## config.mk

```make
export PLATFORM = sky130hd
export DESIGN_NAME = seq1011_stream_ctrl_flat
export DESIGN_NICKNAME = d
export VERILOG_FILES = /design/src/rtl/seq1011_pkg.sv /design/src/rtl/seq1011_stream_ctrl_if.sv /design/src/rtl/seq1011_det.sv /design/src/rtl/seq1011_stream_ctrl.sv /design/src/flat_wrapper.sv
export SDC_FILE = /design/constraint.sdc
export NUM_CORES = 1
export LEC_CHECK = 0
export ABC_AREA = 1
export CAP_MARGIN = 20
export CORE_UTILIZATION = 59
export CTS_BUF_LIST = sky130_fd_sc_hd__clkbuf_8
export DETAILED_ROUTE_END_ITERATION = 10
export PLACE_DENSITY = 0.84
export SYNTH_ARGS = -nofsm -noshare
export SYNTH_HDL_FRONTEND = slang
export SYNTH_SLANG_ARGS = --single-unit
export TNS_END_PERCENT = 30
```

## constraint.sdc

```tcl
create_clock -name clk -period 3.83 [get_ports clk]
set_input_delay 0.766 -clock clk [delete_from_list [all_inputs] [get_ports clk]]
set_output_delay 0.766 -clock clk [all_outputs]
set_load 0.02 [all_outputs]
```

## src/rtl/seq1011_pkg.sv

```systemverilog
// Shared types and constants for the "1011" stream detector controller.
package seq1011_pkg;

  localparam int unsigned CNT_W   = 8;
  localparam logic [3:0]  PATTERN = 4'b1011;

  typedef enum logic [1:0] {
    IDLE,
    SHIFT,
    FLUSH,
    DONE
  } ctrl_state_t;

  typedef enum logic [2:0] {
    S0,
    S1,
    S10,
    S101,
    S1011
  } det_state_t;

endpackage

```

## src/rtl/seq1011_stream_ctrl_if.sv

```systemverilog
// Valid/ready word stream into the detector controller.
interface seq1011_stream_ctrl_if #(
  parameter int unsigned WORD_W = 8
);
  logic              in_valid;
  logic              in_ready;
  logic [WORD_W-1:0] in_data;
  logic              in_last;

  modport master (output in_valid, output in_data, output in_last, input  in_ready);
  modport slave  (input  in_valid, input  in_data, input  in_last, output in_ready);
endinterface

```

## src/rtl/seq1011_det.sv

```systemverilog
// Moore "1011" detector; one bit per cycle when bit_vld, registered match.
// SEQ1011_OVERLAP_EN selects overlapped detection after a match.
module seq1011_det
  import seq1011_pkg::*;
(
  input  logic clk,
  input  logic rst,
  input  logic clr,
  input  logic bit_in,
  input  logic bit_vld,
  output logic match
);

  det_state_t st_q, st_d;

  always_ff @(posedge clk or posedge rst) begin
    if (rst) begin
      st_q  <= S0;
      match <= 1'b0;
    end else if (clr) begin
      st_q  <= S0;
      match <= 1'b0;
    end else begin
      st_q  <= st_d;
      match <= bit_vld && (st_d == S1011);
    end
  end

  // Transitions advance only on a valid bit; otherwise history is held.
  always_comb begin
    st_d = st_q;
    if (bit_vld) begin
      case (st_q)
        S0:    st_d = (bit_in == PATTERN[3]) ? S1   : S0;
        S1:    st_d = (bit_in == PATTERN[2]) ? S10  : S1;
        S10:   st_d = (bit_in == PATTERN[1]) ? S101 : S0;
        S101:  st_d = (bit_in == PATTERN[0]) ? S1011 : S10;
`ifdef SEQ1011_OVERLAP_EN
        S1011: st_d = bit_in ? S1 : S10;
`else
        S1011: st_d = bit_in ? S1 : S0;
`endif
        default: st_d = S0;
      endcase
    end
  end

endmodule

```

## src/rtl/seq1011_stream_ctrl.sv

```systemverilog
// Accepts words, serializes them MSB first into seq1011_det and counts matches per frame.
// Overlap behaviour is selected by SEQ1011_OVERLAP_EN in seq1011_det.
module seq1011_stream_ctrl
  import seq1011_pkg::*;
#(
  parameter int unsigned WORD_W = 8
) (
  input  logic                 clk,
  input  logic                 rst,
  seq1011_stream_ctrl_if.slave stream,
  output logic                 busy,
  output logic                 match_pulse,
  output logic [CNT_W-1:0]     match_cnt,
  output logic                 frame_done
);

  localparam int unsigned IDX_W = (WORD_W > 1) ? $clog2(WORD_W) : 1;

  ctrl_state_t       state_q, state_d;
  logic [IDX_W-1:0]  idx_q;
  logic [WORD_W-1:0] data_q;
  logic              last_q;
  logic              in_frame_q;
  logic              in_ready_q;

  logic              in_ready_d, busy_d, frame_done_d;
  logic              hs_c, first_hs_c, bit_vld_c, bit_in_c;

  assign stream.in_ready = in_ready_q;
  assign hs_c            = stream.in_valid && in_ready_q;
  assign first_hs_c      = hs_c && !in_frame_q;

  // State register and registered Moore outputs.
  always_ff @(posedge clk or posedge rst) begin
    if (rst) begin
      state_q    <= IDLE;
      in_ready_q <= 1'b0;
      busy       <= 1'b0;
      frame_done <= 1'b0;
    end else begin
      state_q    <= state_d;
      in_ready_q <= in_ready_d;
      busy       <= busy_d;
      frame_done <= frame_done_d;
    end
  end

  always_comb begin
    state_d = state_q;
    case (state_q)
      IDLE:    if (hs_c) state_d = SHIFT;
      SHIFT:   if (idx_q == '0) state_d = last_q ? FLUSH : IDLE;
      FLUSH:   state_d = DONE;
      DONE:    state_d = IDLE;
      default: state_d = IDLE;
    endcase
  end

  always_comb begin
    in_ready_d   = 1'b0;
    busy_d       = 1'b0;
    frame_done_d = 1'b0;
    bit_vld_c    = 1'b0;
    bit_in_c     = 1'b0;
    in_ready_d   = (state_d == IDLE);
    busy_d       = (state_d != IDLE);
    frame_done_d = (state_d == DONE);
    if (state_q == SHIFT) begin
      bit_vld_c = 1'b1;
      bit_in_c  = data_q[idx_q];
    end
  end

  // Word capture, bit index and per-frame match counter.
  always_ff @(posedge clk or posedge rst) begin
    if (rst) begin
      data_q     <= '0;
      last_q     <= 1'b0;
      idx_q      <= '0;
      in_frame_q <= 1'b0;
      match_cnt  <= '0;
    end else begin
      if (hs_c) begin
        data_q     <= stream.in_data;
        last_q     <= stream.in_last;
        idx_q      <= IDX_W'(WORD_W - 1);
        in_frame_q <= 1'b1;
      end else if (bit_vld_c) begin
        idx_q <= idx_q - IDX_W'(1);
      end
      if (state_q == FLUSH) begin
        in_frame_q <= 1'b0;
      end
      if (first_hs_c) begin
        match_cnt <= '0;
      end else if (match_pulse && (match_cnt != '1)) begin
        match_cnt <= match_cnt + CNT_W'(1);
      end
    end
  end

  seq1011_det u_det (
    .clk     (clk),
    .rst     (rst),
    .clr     (first_hs_c),
    .bit_in  (bit_in_c),
    .bit_vld (bit_vld_c),
    .match   (match_pulse)
  );

endmodule

```

## src/flat_wrapper.sv

```systemverilog
// flat-port wrapper written by rule: the top's interface ports become plain ports
module seq1011_stream_ctrl_flat import seq1011_pkg::*;
#(
  parameter int unsigned WORD_W = 8
)
  (clk, rst, busy, match_pulse, match_cnt, frame_done, stream_in_valid, stream_in_data, stream_in_last, stream_in_ready);
  seq1011_stream_ctrl_if #(.WORD_W(WORD_W)) stream_i ();
  input  logic clk;
  input  logic rst;
  output logic busy;
  output logic match_pulse;
  output logic [CNT_W-1:0] match_cnt;
  output logic frame_done;
  input wire logic [$bits(stream_i.in_valid)-1:0] stream_in_valid;
  input wire logic [$bits(stream_i.in_data)-1:0] stream_in_data;
  input wire logic [$bits(stream_i.in_last)-1:0] stream_in_last;
  output wire logic [$bits(stream_i.in_ready)-1:0] stream_in_ready;
  assign stream_i.in_valid = stream_in_valid;
  assign stream_i.in_data = stream_in_data;
  assign stream_i.in_last = stream_in_last;
  assign stream_in_ready = stream_i.in_ready;
  seq1011_stream_ctrl #(.WORD_W(WORD_W)) u_core (.clk(clk), .rst(rst), .stream(stream_i), .busy(busy), .match_pulse(match_pulse), .match_cnt(match_cnt), .frame_done(frame_done));
endmodule
```

==> metrics.md <==
| Metric | Value |
|---|---|
| Layout cells sized above 1 | `9.55%` |
| Aggregate routed wire length | `2810 um` |
| Via density | `5.32` |
| Pin count of the biggest net entering global routing | `31` |
| Num CTS Buffers | `5` |
| Post-CTS Resized | `0` |
| Critical path launch point type | `flop` |
| IO Count | `24` |
| Tcrit/Tclk final | `55.1%` |
| Cell count after synthesis | `170` |
| Setup TNS | `0 ns` |
| Worst hold endpoint | `u_core.idx_q[2]` |
| Worst Max-Slew Pin Slew | `0.533 ns` |
| Gr usage total | `25.7%` |
| DR iter-0 viols | `29` |
| Synthesized area | `1450 um^2` |
| Clock tree buffer depth | `2` |
| Initial antenna violation count | `0` |
| VDD IR-drop max | `0.532 mV` |
| Crit-path max cell delay | `0.64 ns` |
| Gr ovfl total | `0` |
| Post-CTS Hold Buffers | `0` |
| Synth warnings | `0` |
| Dpl cells | `219` |
| Slowest stage cell, crit path | `clkdlybuf4s50_1` |
| RSZ-0062 raised after global routing | `false` |
| Slew Viols, Final | `0` |
| Crit path max fanout | `5` |
| Worst EP required | `3.06 ns` |
| Worst-Skew Late Latency | `0.28 ns` |
| Fmax | `474 MHz` |
| Power Density | `767 nW/um^2` |
| Most common cell after layout, fill and taps aside | `nand2_1` |
| Max transition margin | `64.4%` |
| Fill cell count | `156` |
| Hold Crit Start | `u_core.idx_q[2]` |
| Starting Density | `64.3%` |
| Post-route non-filler standard cell count | `227` |
| Die area | `2660 um^2` |
| Total iterations of the first detailed-routing run | `4` |
| Post-synthesis cell type count | `24` |
| Arr. time, crit path | `1.34 ns` |
| Post-route antenna net violation count | `0` |
| CTS sink count | `30` |
| Hold Vio Cnt, Final | `0` |
| Chip width | `51.6 um` |
| Row cnt | `17` |
| Reg2reg setup slack | `2.30 ns` |
| DP Area | `1710 um^2` |
| Most frequent cells in the layout | `nand2_1, dfrtp_1, inv_1` |
| Nets | `214` |
| Crit end category | `output port` |
| Final Wtd Congestion | `0.871` |
| Htree depth | `2` |
| Status | `finished clean` |
| Routed wire per std cell | `12.4 um` |
| Hold WC Path Type | `flop to flop` |
| R2r startpoint | `u_core.match_cnt[1]` |
| Syn Nets | `185` |
| # port buffers | `23` |
| Min cycle time layout | `2.11 ns` |
| Core ar. | `2250 um^2` |
| Leak | `0.000874 uW` |
| Root Driver | `clkbuf_8` |
| FF+latch count, synth | `30` |
| Worst R2R Path Depth | `10` |
| Post-CTS setup repair buffer count | `0` |
| Vias in the first global route | `1,157` |
| Hold Path Stages | `1` |
| Clock skew | `0.0107 ns` |
| Crit path kind | `flop to output port` |
| Avg Cell Area, Syn | `8.53 um^2` |
| Die Height | `51.6 um` |
| Area added between synthesis and finish | `24.9%` |
| Crit path max-delay family | `buffers and inverters` |
| Cell Chain, Critical Path | `clkdlybuf4s50_1` |
| Post-DP HPWL | `2000 um` |
| CTS tree | `yes` |
| Via Count | `1,208` |
| Max-cap viol count | `0` |
| Worst r2r dst | `u_core.match_cnt[5]` |
| Final setup fails | `0` |
| Final Cell Area | `1810 um^2` |
| DRC | `0` |
| Global-route wire length before repair | `4890 um` |
| CP bufs+invs | `1` |
| Power Total | `1390 uW` |
| Clock slew at reported path FFs | `0.07 ns` |
| Seq/Total Area, Yosys | `51.8%` |
| Antenna diode count | `0` |
==> cell usage after synthesis <==
cell | count | share of area [%]
inv_2 | 3 | 0.78
ha_1 | 3 | 2.6
nor2_4 | 2 | 1.6
nor3_2 | 1 | 0.69
nand2_1 | 41 | 11
nand3b_1 | 1 | 0.52
nor3_4 | 1 | 1.1
o21ai_0 | 14 | 4.8
clkbuf_1 | 2 | 0.52
o21ai_1 | 4 | 1.4
xor2_1 | 2 | 1.2
nand4_1 | 2 | 0.86
inv_1 | 26 | 6.7
nand2_2 | 1 | 0.43
o31ai_1 | 2 | 1.0
nand2_4 | 2 | 1.6
nor2_1 | 9 | 2.3
o31ai_2 | 1 | 0.86
a21oi_1 | 8 | 2.8
nand3_1 | 12 | 4.1
nand3_2 | 1 | 0.69
dfrtp_1 | 30 | 52
xnor2_1 | 1 | 0.60
nor2_2 | 1 | 0.43
==> cells by family after synthesis <==
| kind of cell | count (synthesis) | synth area share (%) |
|---|---|---|
| and+or+nand+nor | 74 | 24.9 |
| AOI/OAI and AO/OA | 29 | 10.9 |
| buffers and inverters | 31 | 8.02 |
| adders and majority gates | 3 | 2.59 |
| DFF | 30 | 51.8 |
| xor gates and xnor gates | 3 | 1.81 |
==> per-layer routing <==
metal / wire length (um) / vias up / GRT usage (%)
met3: 144 / 4 / 9.06
met2: 1350 / 38 / 41.3
met1: 1300 / 573 / 32.9
met4: 25 / 0 / 6.76
met5: 0 / - / 0
li1: - / 593 / -
==> layout make-up <==
class,instances,area (um^2),area share [%]
inverter,29,109,6.01
timing repair buffer,24,258,14.2
clock buffer,5,68.8,3.80
sequential,30,751,41.4
multi-input combinational,109,583,32.2
tap,28,35.0,1.93
clock inverter,2,7.51,0.414
==> power by group <==
part / internal, uW / switching, uW
sequential: 453 / 95.9
combinational: 244 / 370
clock: 119 / 108
total: 816 / 574
==> how the worst max path moves through the flow <==
stage / slack (ns) / to / depth (start not counted) / startpoint
floorplan: 2.27 / u_core.match_cnt[6] / 7 / stream_in_valid
global placement: 1.71 / u_core.match_cnt[6] / 8 / stream_in_valid
detailed placement: 1.67 / u_core.match_cnt[4] / 8 / stream_in_valid
CTS: 1.71 / match_cnt[6] / 1 / u_core.match_cnt[6]
global route: 1.66 / match_cnt[7] / 1 / u_core.match_cnt[7]
finish: 1.72 / match_cnt[6] / 1 / u_core.match_cnt[6]
==> stage by stage <==
stage	setup slack [ns]	hold WS [ns]	util, %
2_1_floorplan	2.27	0.480	-
3_3_place_gp	1.71	0.508	75.7
3_5_place_dp	1.67	0.513	75.7
4_1_cts	1.71	0.525	79.1
5_1_grt	1.66	0.541	80.4
6_report	1.72	0.528	80.4
==> flip-flops by register name, summed over array words and instances (netlist names) <==
signal,flops
u_core.data_q,8
u_core.match_cnt,8
u_core.idx_q,3
u_core.u_det.st_q,3
u_core.state_q,2
u_core.busy,1
u_core.frame_done,1
u_core.in_frame_q,1
u_core.last_q,1
u_core.stream.in_ready,1
u_core.u_det.match,1
Power figures use the tool's default switching activity.
